==> src/rtl/keyboard_controller.sv <==
// PS/2 receive controller: synchronised oversampling, frame FSM with parity/stop/timeout checks,
// E0/F0 prefix decode and per-action held/pulse state. Define KB_WASD_EN to add W/A/D as movement sources.
module keyboard_controller #(
    parameter int TIMEOUT_CYCLES = 50000,
    parameter int SYNC_STAGES    = 2
) (
    input  logic       clock,
    input  logic       reset,
    input  logic       kb_clock,
    input  logic       kb_data,
    output logic [8:0] scan_code,
    output logic       scan_break,
    output logic       scan_valid,
    output logic [4:0] key_held,
    output logic [4:0] key_pulse,
    output logic       frame_error
);

    localparam int TO_W = (TIMEOUT_CYCLES > 1) ? $clog2(TIMEOUT_CYCLES) : 1;

    typedef enum logic [1:0] {S_IDLE, S_DATA, S_PARITY, S_STOP} state_t;

    function automatic logic [4:0] f_arrow_map(input logic [8:0] code);
        case (code)
            9'h175:  return 5'b00001;
            9'h172:  return 5'b00010;
            9'h16B:  return 5'b00100;
            9'h174:  return 5'b01000;
            9'h01B:  return 5'b10000;
            default: return 5'b00000;
        endcase
    endfunction

    logic [SYNC_STAGES-1:0] r_sync_clk;
    logic [SYNC_STAGES-1:0] r_sync_dat;
    logic                   r_clk_prev;
    logic                   r_fall;
    logic                   r_fall_data;
    state_t                 r_state;
    logic [2:0]             r_bitcnt;
    logic [7:0]             r_shreg;
    logic                   r_parity;
    logic                   r_ext;
    logic                   r_brk;
    logic [TO_W-1:0]        r_to_cnt;
    logic [4:0]             r_arrow_held;

    logic       w_sync_clk;
    logic       w_sync_dat;
    logic [8:0] w_code;
    logic       w_accept;
    logic [4:0] w_arrow_map;
    logic [4:0] w_arrow_n;
    logic [4:0] w_held_n;

    assign w_sync_clk  = r_sync_clk[SYNC_STAGES-1];
    assign w_sync_dat  = r_sync_dat[SYNC_STAGES-1];
    assign w_code      = {r_ext, r_shreg};
    // Stop bit is the sample in the current fall cycle; odd parity over data+parity.
    assign w_accept    = r_fall_data & (^{r_shreg, r_parity});
    assign w_arrow_map = f_arrow_map(w_code);
    assign w_arrow_n   = r_brk ? (r_arrow_held & ~w_arrow_map) : (r_arrow_held | w_arrow_map);

`ifdef KB_WASD_EN
    function automatic logic [4:0] f_letter_map(input logic [8:0] code);
        case (code)
            9'h01D:  return 5'b00001;
            9'h01C:  return 5'b00100;
            9'h023:  return 5'b01000;
            default: return 5'b00000;
        endcase
    endfunction

    logic [4:0] r_letter_held;
    logic [4:0] w_letter_map;
    logic [4:0] w_letter_n;

    assign w_letter_map = f_letter_map(w_code);
    assign w_letter_n   = r_brk ? (r_letter_held & ~w_letter_map) : (r_letter_held | w_letter_map);
    assign w_held_n     = w_arrow_n | w_letter_n;

    always_ff @(posedge clock) begin
        if (reset) begin
            r_letter_held <= '0;
        end else if (r_fall && r_state == S_STOP && w_accept &&
                     r_shreg != 8'hE0 && r_shreg != 8'hF0) begin
            r_letter_held <= w_letter_n;
        end
    end
`else
    assign w_held_n = w_arrow_n;
`endif

    // Synchronisers idle high so reset never manufactures a falling edge.
    always_ff @(posedge clock) begin
        if (reset) begin
            r_sync_clk  <= '1;
            r_sync_dat  <= '1;
            r_clk_prev  <= 1'b1;
            r_fall      <= 1'b0;
            r_fall_data <= 1'b1;
        end else begin
            r_sync_clk  <= {r_sync_clk[SYNC_STAGES-2:0], kb_clock};
            r_sync_dat  <= {r_sync_dat[SYNC_STAGES-2:0], kb_data};
            r_clk_prev  <= w_sync_clk;
            r_fall      <= r_clk_prev & ~w_sync_clk;
            r_fall_data <= w_sync_dat;
        end
    end

    always_ff @(posedge clock) begin
        if (reset) begin
            r_state      <= S_IDLE;
            r_bitcnt     <= '0;
            r_ext        <= 1'b0;
            r_brk        <= 1'b0;
            r_to_cnt     <= '0;
            r_arrow_held <= '0;
            scan_code    <= '0;
            scan_break   <= 1'b0;
            scan_valid   <= 1'b0;
            key_held     <= '0;
            key_pulse    <= '0;
            frame_error  <= 1'b0;
        end else begin
            scan_valid  <= 1'b0;
            key_pulse   <= '0;
            frame_error <= 1'b0;
            if (r_fall) begin
                r_to_cnt <= '0;
                case (r_state)
                    S_IDLE: begin
                        if (!r_fall_data) begin
                            r_state  <= S_DATA;
                            r_bitcnt <= '0;
                        end
                    end
                    S_DATA: begin
                        r_shreg[r_bitcnt] <= r_fall_data;
                        r_bitcnt          <= r_bitcnt + 3'd1;
                        if (r_bitcnt == 3'd7) r_state <= S_PARITY;
                    end
                    S_PARITY: begin
                        r_parity <= r_fall_data;
                        r_state  <= S_STOP;
                    end
                    S_STOP: begin
                        r_state <= S_IDLE;
                        if (!w_accept) begin
                            frame_error <= 1'b1;
                            r_ext       <= 1'b0;
                            r_brk       <= 1'b0;
                        end else if (r_shreg == 8'hE0) begin
                            r_ext <= 1'b1;
                        end else if (r_shreg == 8'hF0) begin
                            r_brk <= 1'b1;
                        end else begin
                            scan_code    <= w_code;
                            scan_break   <= r_brk;
                            scan_valid   <= 1'b1;
                            r_ext        <= 1'b0;
                            r_brk        <= 1'b0;
                            r_arrow_held <= w_arrow_n;
                            key_held     <= w_held_n;
                            key_pulse    <= w_held_n & ~key_held;
                        end
                    end
                    default: r_state <= S_IDLE;
                endcase
            end else if (r_state != S_IDLE) begin
                if (r_to_cnt == TO_W'(TIMEOUT_CYCLES - 1)) begin
                    r_state     <= S_IDLE;
                    r_to_cnt    <= '0;
                    frame_error <= 1'b1;
                    r_ext       <= 1'b0;
                    r_brk       <= 1'b0;
                end else begin
                    r_to_cnt <= r_to_cnt + TO_W'(1);
                end
            end
        end
    end

endmodule

==> config.mk <==
export PLATFORM = sky130hd
export DESIGN_NAME = keyboard_controller
export DESIGN_NICKNAME = d
export VERILOG_FILES = /design/src/rtl/keyboard_controller.sv
export SDC_FILE = /design/constraint.sdc
export NUM_CORES = 1
export LEC_CHECK = 0
export CAP_MARGIN = 5
export CORE_MARGIN = 5
export CORE_UTILIZATION = 30
export DETAILED_ROUTE_END_ITERATION = 8
export DONT_BUFFER_PORTS = 1
export GPL_TIMING_DRIVEN = 0
export PLACE_DENSITY = 0.41
export SYNTH_ARGS = -nofsm -noshare
export SYNTH_HDL_FRONTEND = slang
export SYNTH_SLANG_ARGS = --single-unit
==> constraint.sdc <==
create_clock -name clock -period 1.9 [get_ports clock]
set_input_delay 0.19 -clock clock [delete_from_list [all_inputs] [get_ports clock]]
set_output_delay 0.19 -clock clock [all_outputs]
set_load 0.02 [all_outputs]
==> results of run 1 <==
cells by family after synthesis:
logic type / Yosys count / share of synthesized area
simple gates: 134 / 0.299
buf+inv: 20 / 0.0339
flops: 61 / 0.481
fa+ha+maj: 7 / 0.0321
compound gates: 29 / 0.0591
mux: 6 / 0.0220
xor+xnor: 19 / 0.0734
flip-flops by register name (all words and copies together) (netlist names), 2 cells and up:
name and flops:
r_arrow_held 5, r_sync_dat 2, key_pulse 5, r_bitcnt 3
r_shreg 8, scan_code 9, r_state 2, r_sync_clk 2
r_to_cnt 16
stage by stage:
stage               hold WS [ns]  TNS (ns)  utilization  total power, mW
floorplan                  0.294         0            -             1.38
global placement           0.295    -10.86        0.325             1.39
detailed placement         0.296     -9.97        0.325             1.39
CTS                        0.161    -0.178        0.362             2.54
global route               0.160     -1.87        0.377             2.60
finish                     0.167    -0.146        0.377             2.48
final cells by class:
| cell class | count | area (µm²) |
|---|---|---|
| buffer | 9 | 56.3 |
| clock buffer | 13 | 180 |
| clock inverter | 3 | 16.3 |
| fill | 894 | 5480 |
| inverter | 8 | 30.0 |
| multi-input combinational | 196 | 1440 |
| sequential | 61 | 1320 |
| tap | 108 | 135 |
| timing repair buffer | 16 | 150 |
tightest hold or removal path, cell delays in order:
cell    delay [ns]
or4_4         0.09
o21a_1        0.13
nor2_1        0.04
metal layers:
metal	part of all wire	wire length, µm
met4	0.0086	50
met5	0	0
met3	0.059	341
met2	0.44	2540
met1	0.50	2890
cells in the mapped netlist, drive strengths merged, types with 3 or more instances:
| cell type | count | area share |
|---|---|---|
| nand4b | 12 | 0.039 |
| ha | 7 | 0.032 |
| xor2 | 5 | 0.016 |
| clkbuf | 7 | 0.0096 |
| inv | 8 | 0.011 |
| nor4b | 3 | 0.014 |
| nor4 | 3 | 0.0069 |
| a21oi | 9 | 0.017 |
| buf | 5 | 0.013 |
| dfxtp | 52 | 0.38 |
| mux2i | 6 | 0.022 |
| or2 | 8 | 0.018 |
| nand3 | 9 | 0.021 |
| nor3 | 5 | 0.0092 |
| o21ai | 15 | 0.028 |
| xnor2 | 13 | 0.049 |
| nor2 | 30 | 0.041 |
| nor2b | 5 | 0.011 |
| and2 | 3 | 0.0069 |
| nand4 | 5 | 0.011 |
| or4 | 4 | 0.011 |
| or3 | 5 | 0.011 |
| and3 | 4 | 0.0092 |
| edfxtp | 9 | 0.099 |
| nand2 | 13 | 0.021 |
| nand2b | 16 | 0.037 |
how the worst max path moves through the flow:
stage          cells past startpoint  startpoint           end  slack, ns
6_report                           5  r_shreg[0]         r_brk      -0.08
5_1_grt                            5  r_shreg[0]         r_brk      -0.15
4_1_cts                            5  r_shreg[0]         r_brk      -0.09
3_5_place_dp                       8  r_state[0]   r_to_cnt[8]      -0.47
3_3_place_gp                       8  r_state[0]   r_to_cnt[2]      -0.48
2_1_floorplan                      6  r_shreg[4]  scan_code[0]       0.05
power by group through the flow:
stage / Sequential [mW] / Combinational (mW) / Clock [mW]
after detailed placement: 1.34 / 0.0451 / 0
after global routing: 1.31 / 0.0585 / 1.23
after global placement: 1.34 / 0.0456 / 0
final: 1.31 / 0.0520 / 1.12
after floorplan: 1.34 / 0.0329 / 0
after CTS: 1.31 / 0.0522 / 1.17
repair_timing:
item / in CTS / in global routing
resized for setup: 19 / 30
pin swaps: 4 / 10
setup endpoints to repair: 46 / 46
hold buffers: 2 / 0
cloned: 0 / 2
setup buffers: 11 / 3
hold endpoints to repair: 2 / 0
==> impl_metrics.tcl, run 1 <==
set metrics [dict create \
    place_inst 384 \
    reg2reg_to "r_brk" \
    final_common_cell "dfxtp_1" \
    core.rowCount 34 \
    violations "negative setup slack" \
    internal_power_mw 1.95 \
    antenna_found_initial 0 \
    dieArea_um2 11100 \
    die_h_um 105 \
    status "complete, but fails checks" \
    syn_avg_cell_area_um2 9.89 \
    yosys_warnings 0 \
    die_w_um 105 \
    grt_overflow 0 \
    path_cells "nand4b_1, or4_4, or4_4, o21a_1, nor2_1" \
    drtIter0Drc 43 \
    p_leak_nw 1.19 \
    grt_pass1_wl_mm 9.83 \
    final_cell_mix "50 x dfxtp_1, 29 x nor2_1, 16 x nand2b_1" \
    ys_seq_area_frac 0.481 \
    hold-path-cell-count 3 \
    clock_latency_ns 0.33 \
    cp_data_arrival_time_ns 2.25 \
    synth_ff_type "dfxtp_1" \
    ioPinCount 26 \
    timing.final.crit_period_ns 1.98 \
    cp_data_required_time_ns 2.17 \
    grt_max_degree 13 \
    crit_buf_inv 0 \
    stdcell_area_um2 3320 \
    htreeDepth 3 \
    grt_use_total 0.111 \
    dp_hpwl_mm 4.11 \
    fmax_ghz 0.506 \
    r2r_slack_ns -0.08 \
    start_util 0.310 \
    vdd_drop_max_mv 0.363 \
    area_growth_pct 21.7 \
    hold_class "in2reg" \
    tritoncts "yes" \
    worstSetupStartpointType "register" \
    final_cells 414 \
    async_flop_share 0 \
    hold_end "r_ext" \
    clk_pin_slew_ns 0.07 \
    wl_per_cell_um 14.0 \
    fin_crit_sh 1.04 \
    rsz0062_at_grt "true" \
    synth_nets 287 \
    syn_inst 276 \
    slowest_stage "or4_4" \
    fin_skew_ns 0.0116 \
    cts_buffer_depth 2 \
    coreArea_um2 8810 \
    hp-start "reset" \
    powerDensity_nw_per_um2 747 \
    ys_ff_latch 61 \
    drive_gt1_frac 0.229 \
    maxCapViolCount 0 \
    global_route.usage.met3 0.0471 \
    r2r-start "r_shreg[0]" \
    dr.pass1.iters 4 \
    antenna_left 0 \
    gp_congestion 0.742 \
    hold_viol 0 \
    tightest_slew_ns 0.488 \
    power_frac_comb 0.021 \
    fin_nets 312 \
    clkPwrFrac 0.450 \
    cts_buffers 9 \
    dr_total_vias 1990 \
    slew_violations 0 \
    pwr-share-seq 0.529 \
    sw_frac_of_total 0.212 \
    setup_viol 4 \
    drc 0 \
    pre_cts_slack_ns -0.473 \
    path_delay_family "simple AND/OR/NAND/NOR gates" \
    path_common_cell "or4_4" \
    synth_edf_count 9 \
    critical_path_class "reg2reg" \
    worst_slack_ns -0.0778 \
    power.switching_mw 0.526 \
    drt-vias-per-instance 4.81 \
    grt_pass1_vias 1948 \
    wl_mm 5.81 \
    path_max_fanout 4 \
    io_buffers 0 \
    relSlewSlack 0.675 \
    clock-sinks 61 \
    placed_area_um2 2860 \
    n_antenna_cell 0 \
    globalRouteMet2Util 0.162 \
    syn_area_um2 2730 \
    cpPeakStageDelay_ns 0.52 \
    r2r_cells 5 \
    busiest_layer "met2" \
    endpoint_kind "register" \
    cts_root_buf "clkbuf_8" \
    met1_usage 0.152 \
    yosysUniqueCellTypes 44 \
]
No activity file was read; power rests on OpenSTA's default activity.
==> inputs of run 2 (changes only) <==
--- a/config.mk
+++ b/config.mk
@@ -5,9 +5,11 @@
 export SDC_FILE = /design/constraint.sdc
 export NUM_CORES = 1
 export LEC_CHECK = 0
-export CAP_MARGIN = 5
+export CAP_MARGIN = 30
+export CORE_ASPECT_RATIO = 0.75
 export CORE_MARGIN = 5
 export CORE_UTILIZATION = 30
+export CTS_BUF_LIST = sky130_fd_sc_hd__clkbuf_4 sky130_fd_sc_hd__clkbuf_8 sky130_fd_sc_hd__clkbuf_16
 export DETAILED_ROUTE_END_ITERATION = 8
 export DONT_BUFFER_PORTS = 1
 export GPL_TIMING_DRIVEN = 0
==> run 2 against run 1 <==
Effect of this change:
- fmax up 1.8%
- power up 24%
- largest power group is now the clock network
- via count down 1.8%
- the flow still finishes with violations (negative setup slack)
- utilization up 1.0 points
- clock power up 52%
- clock skew down 0.0045 ns
- cell count up 1.7%
- largest cell class unchanged
- sequential share of layout area down 1.8 points
- critical path type unchanged
- die area up 0.18%
- register-to-register slack better by 0.04 ns
- critical path depth unchanged
- combinational power up 4.0%
==> impl_metrics.tcl, run 2 (synthesis gave the netlist of run 1 again) <==
set metrics [dict create \
    drc 0 \
    dr_total_vias 1955 \
    status "complete, but fails checks" \
    hold_class "in2reg" \
    coreArea_um2 8970 \
    place_inst 388 \
    grt_use_total 0.115 \
    cts_buffers 9 \
    core.rowCount 30 \
    path_max_fanout 3 \
    die_w_um 120 \
    tightest_slew_ns 0.562 \
    fin_skew_ns 0.00706 \
    timing.final.crit_period_ns 1.94 \
    fmax_ghz 0.515 \
    fin_crit_sh 1.02 \
    setup_viol 4 \
    grt_pass1_wl_mm 9.76 \
    dp_hpwl_mm 4.19 \
    grt_overflow 0 \
    cp_data_arrival_time_ns 2.20 \
    reg.largest.list "r_to_cnt x16, scan_code x9, r_shreg x8" \
    die_h_um 92.6 \
    endpoint_kind "register" \
    slew_violations 0 \
    largest_reg_flops 16 \
    drive_gt1_frac 0.239 \
    clock-sinks 61 \
    tns_ns -0.113 \
    dr.pass1.iters 5 \
    clk_pin_slew_ns 0.05 \
    ioPinCount 26 \
    grt_pass1_vias 1922 \
    hold_viol 0 \
    cp_data_required_time_ns 2.16 \
    pre_cts_slack_ns -0.430 \
    final_cells 421 \
    top_register "r_to_cnt" \
    utilization 0.387 \
    tritoncts "yes" \
    final_common_cell "dfxtp_1" \
    htreeDepth 3 \
    violations "negative setup slack" \
    n_antenna_cell 0 \
    io_buffers 0 \
    antenna_found_initial 0 \
    rsz0062_at_grt "true" \
    drtIter0Drc 88 \
    fin_nets 315 \
    grt_max_degree 13 \
    relSlewSlack 0.625 \
    cts_root_buf "clkbuf_16" \
    whs_ns 0.112 \
    antenna_left 0 \
    worst_slack_ns -0.0423 \
    final_cell_mix "50 x dfxtp_1, 30 x nor2_1, 16 x nand2b_1" \
    clock_latency_ns 0.33 \
    wl_mm 6.06 \
    critical_path_class "reg2reg" \
    gp_congestion 0.683 \
    area_growth_pct 27.4 \
    vdd_drop_max_mv 0.404 \
    worstSetupStartpointType "register" \
    wl_per_cell_um 14.4 \
    powerDensity_nw_per_um2 884 \
    maxCapViolCount 0 \
    drt-vias-per-instance 4.64 \
    p_leak_nw 1.26 \
    cts_buffer_depth 2 \
    dieArea_um2 11100 \
    start_util 0.304 \
]
## run 2: final cells by class
| class | instances | area (µm²) |
|---|---|---|
| Timing Repair Buffer | 19 | 173 |
| Sequential cell | 61 | 1320 |
| Clock buffer | 9 | 225 |
| Clock inverter | 7 | 90.1 |
| Inverter | 8 | 30.0 |
| Fill cell | 902 | 5500 |
| Tap cell | 112 | 140 |
| Multi-Input combinational cell | 196 | 1450 |
| Buffer | 9 | 56.3 |
## run 2: metal layers
metal	global-route usage	share of wire
met1	0.161	0.54
met2	0.152	0.40
met3	0.0525	0.048
met4	0.0400	0.012
met5	0	0
## run 2: worst max-delay path: stages, from the launching register on
cell and delay, ns:
edfxtp_1 0.46, nand4b_1 0.23, or4_4 0.45, or4_4 0.51, o21a_1 0.13, nor2_1 0.10
## run 2: report_power, final
group / leakage, nW / internal [mW] / switching, mW
logic: 0.616 / 0.0224 / 0.0317
registers: 0.500 / 1.31 / 0.00288
clock network: 0.143 / 1.14 / 0.566
## run 2: path summary, 6_finish.rpt
| kind | start | to | slack [ns] | depth (start not counted) |
|---|---|---|---|---|
| worst max-delay path | r_shreg[0] | r_brk | -0.04 | 5 |
| worst min-delay path | reset | r_to_cnt[11] | 0.11 | 3 |
| worst max register to register | r_shreg[0] | r_brk | -0.04 | 5 |
| worst min register to register | r_sync_dat[0] | r_sync_dat[1] | 0.40 | 1 |
## run 2: through the flow
step           cell area (µm²)  power [mW]
2_1_floorplan             2730        1.38
3_3_place_gp              2870        1.39
3_5_place_dp              2870        1.39
4_1_cts                   3290        3.12
5_1_grt                   3480        3.19
6_report                  3480        3.07
## run 2: what timing repair did
item / CTS / global route
pin swaps: 7 / 9
gates cloned: 0 / 2
setup buffers: 9 / 7
hold endpoints to repair: 2 / 0
endpoints found under the setup margin: 44 / 45
gates resized for setup: 17 / 33
hold buffers: 2 / 0
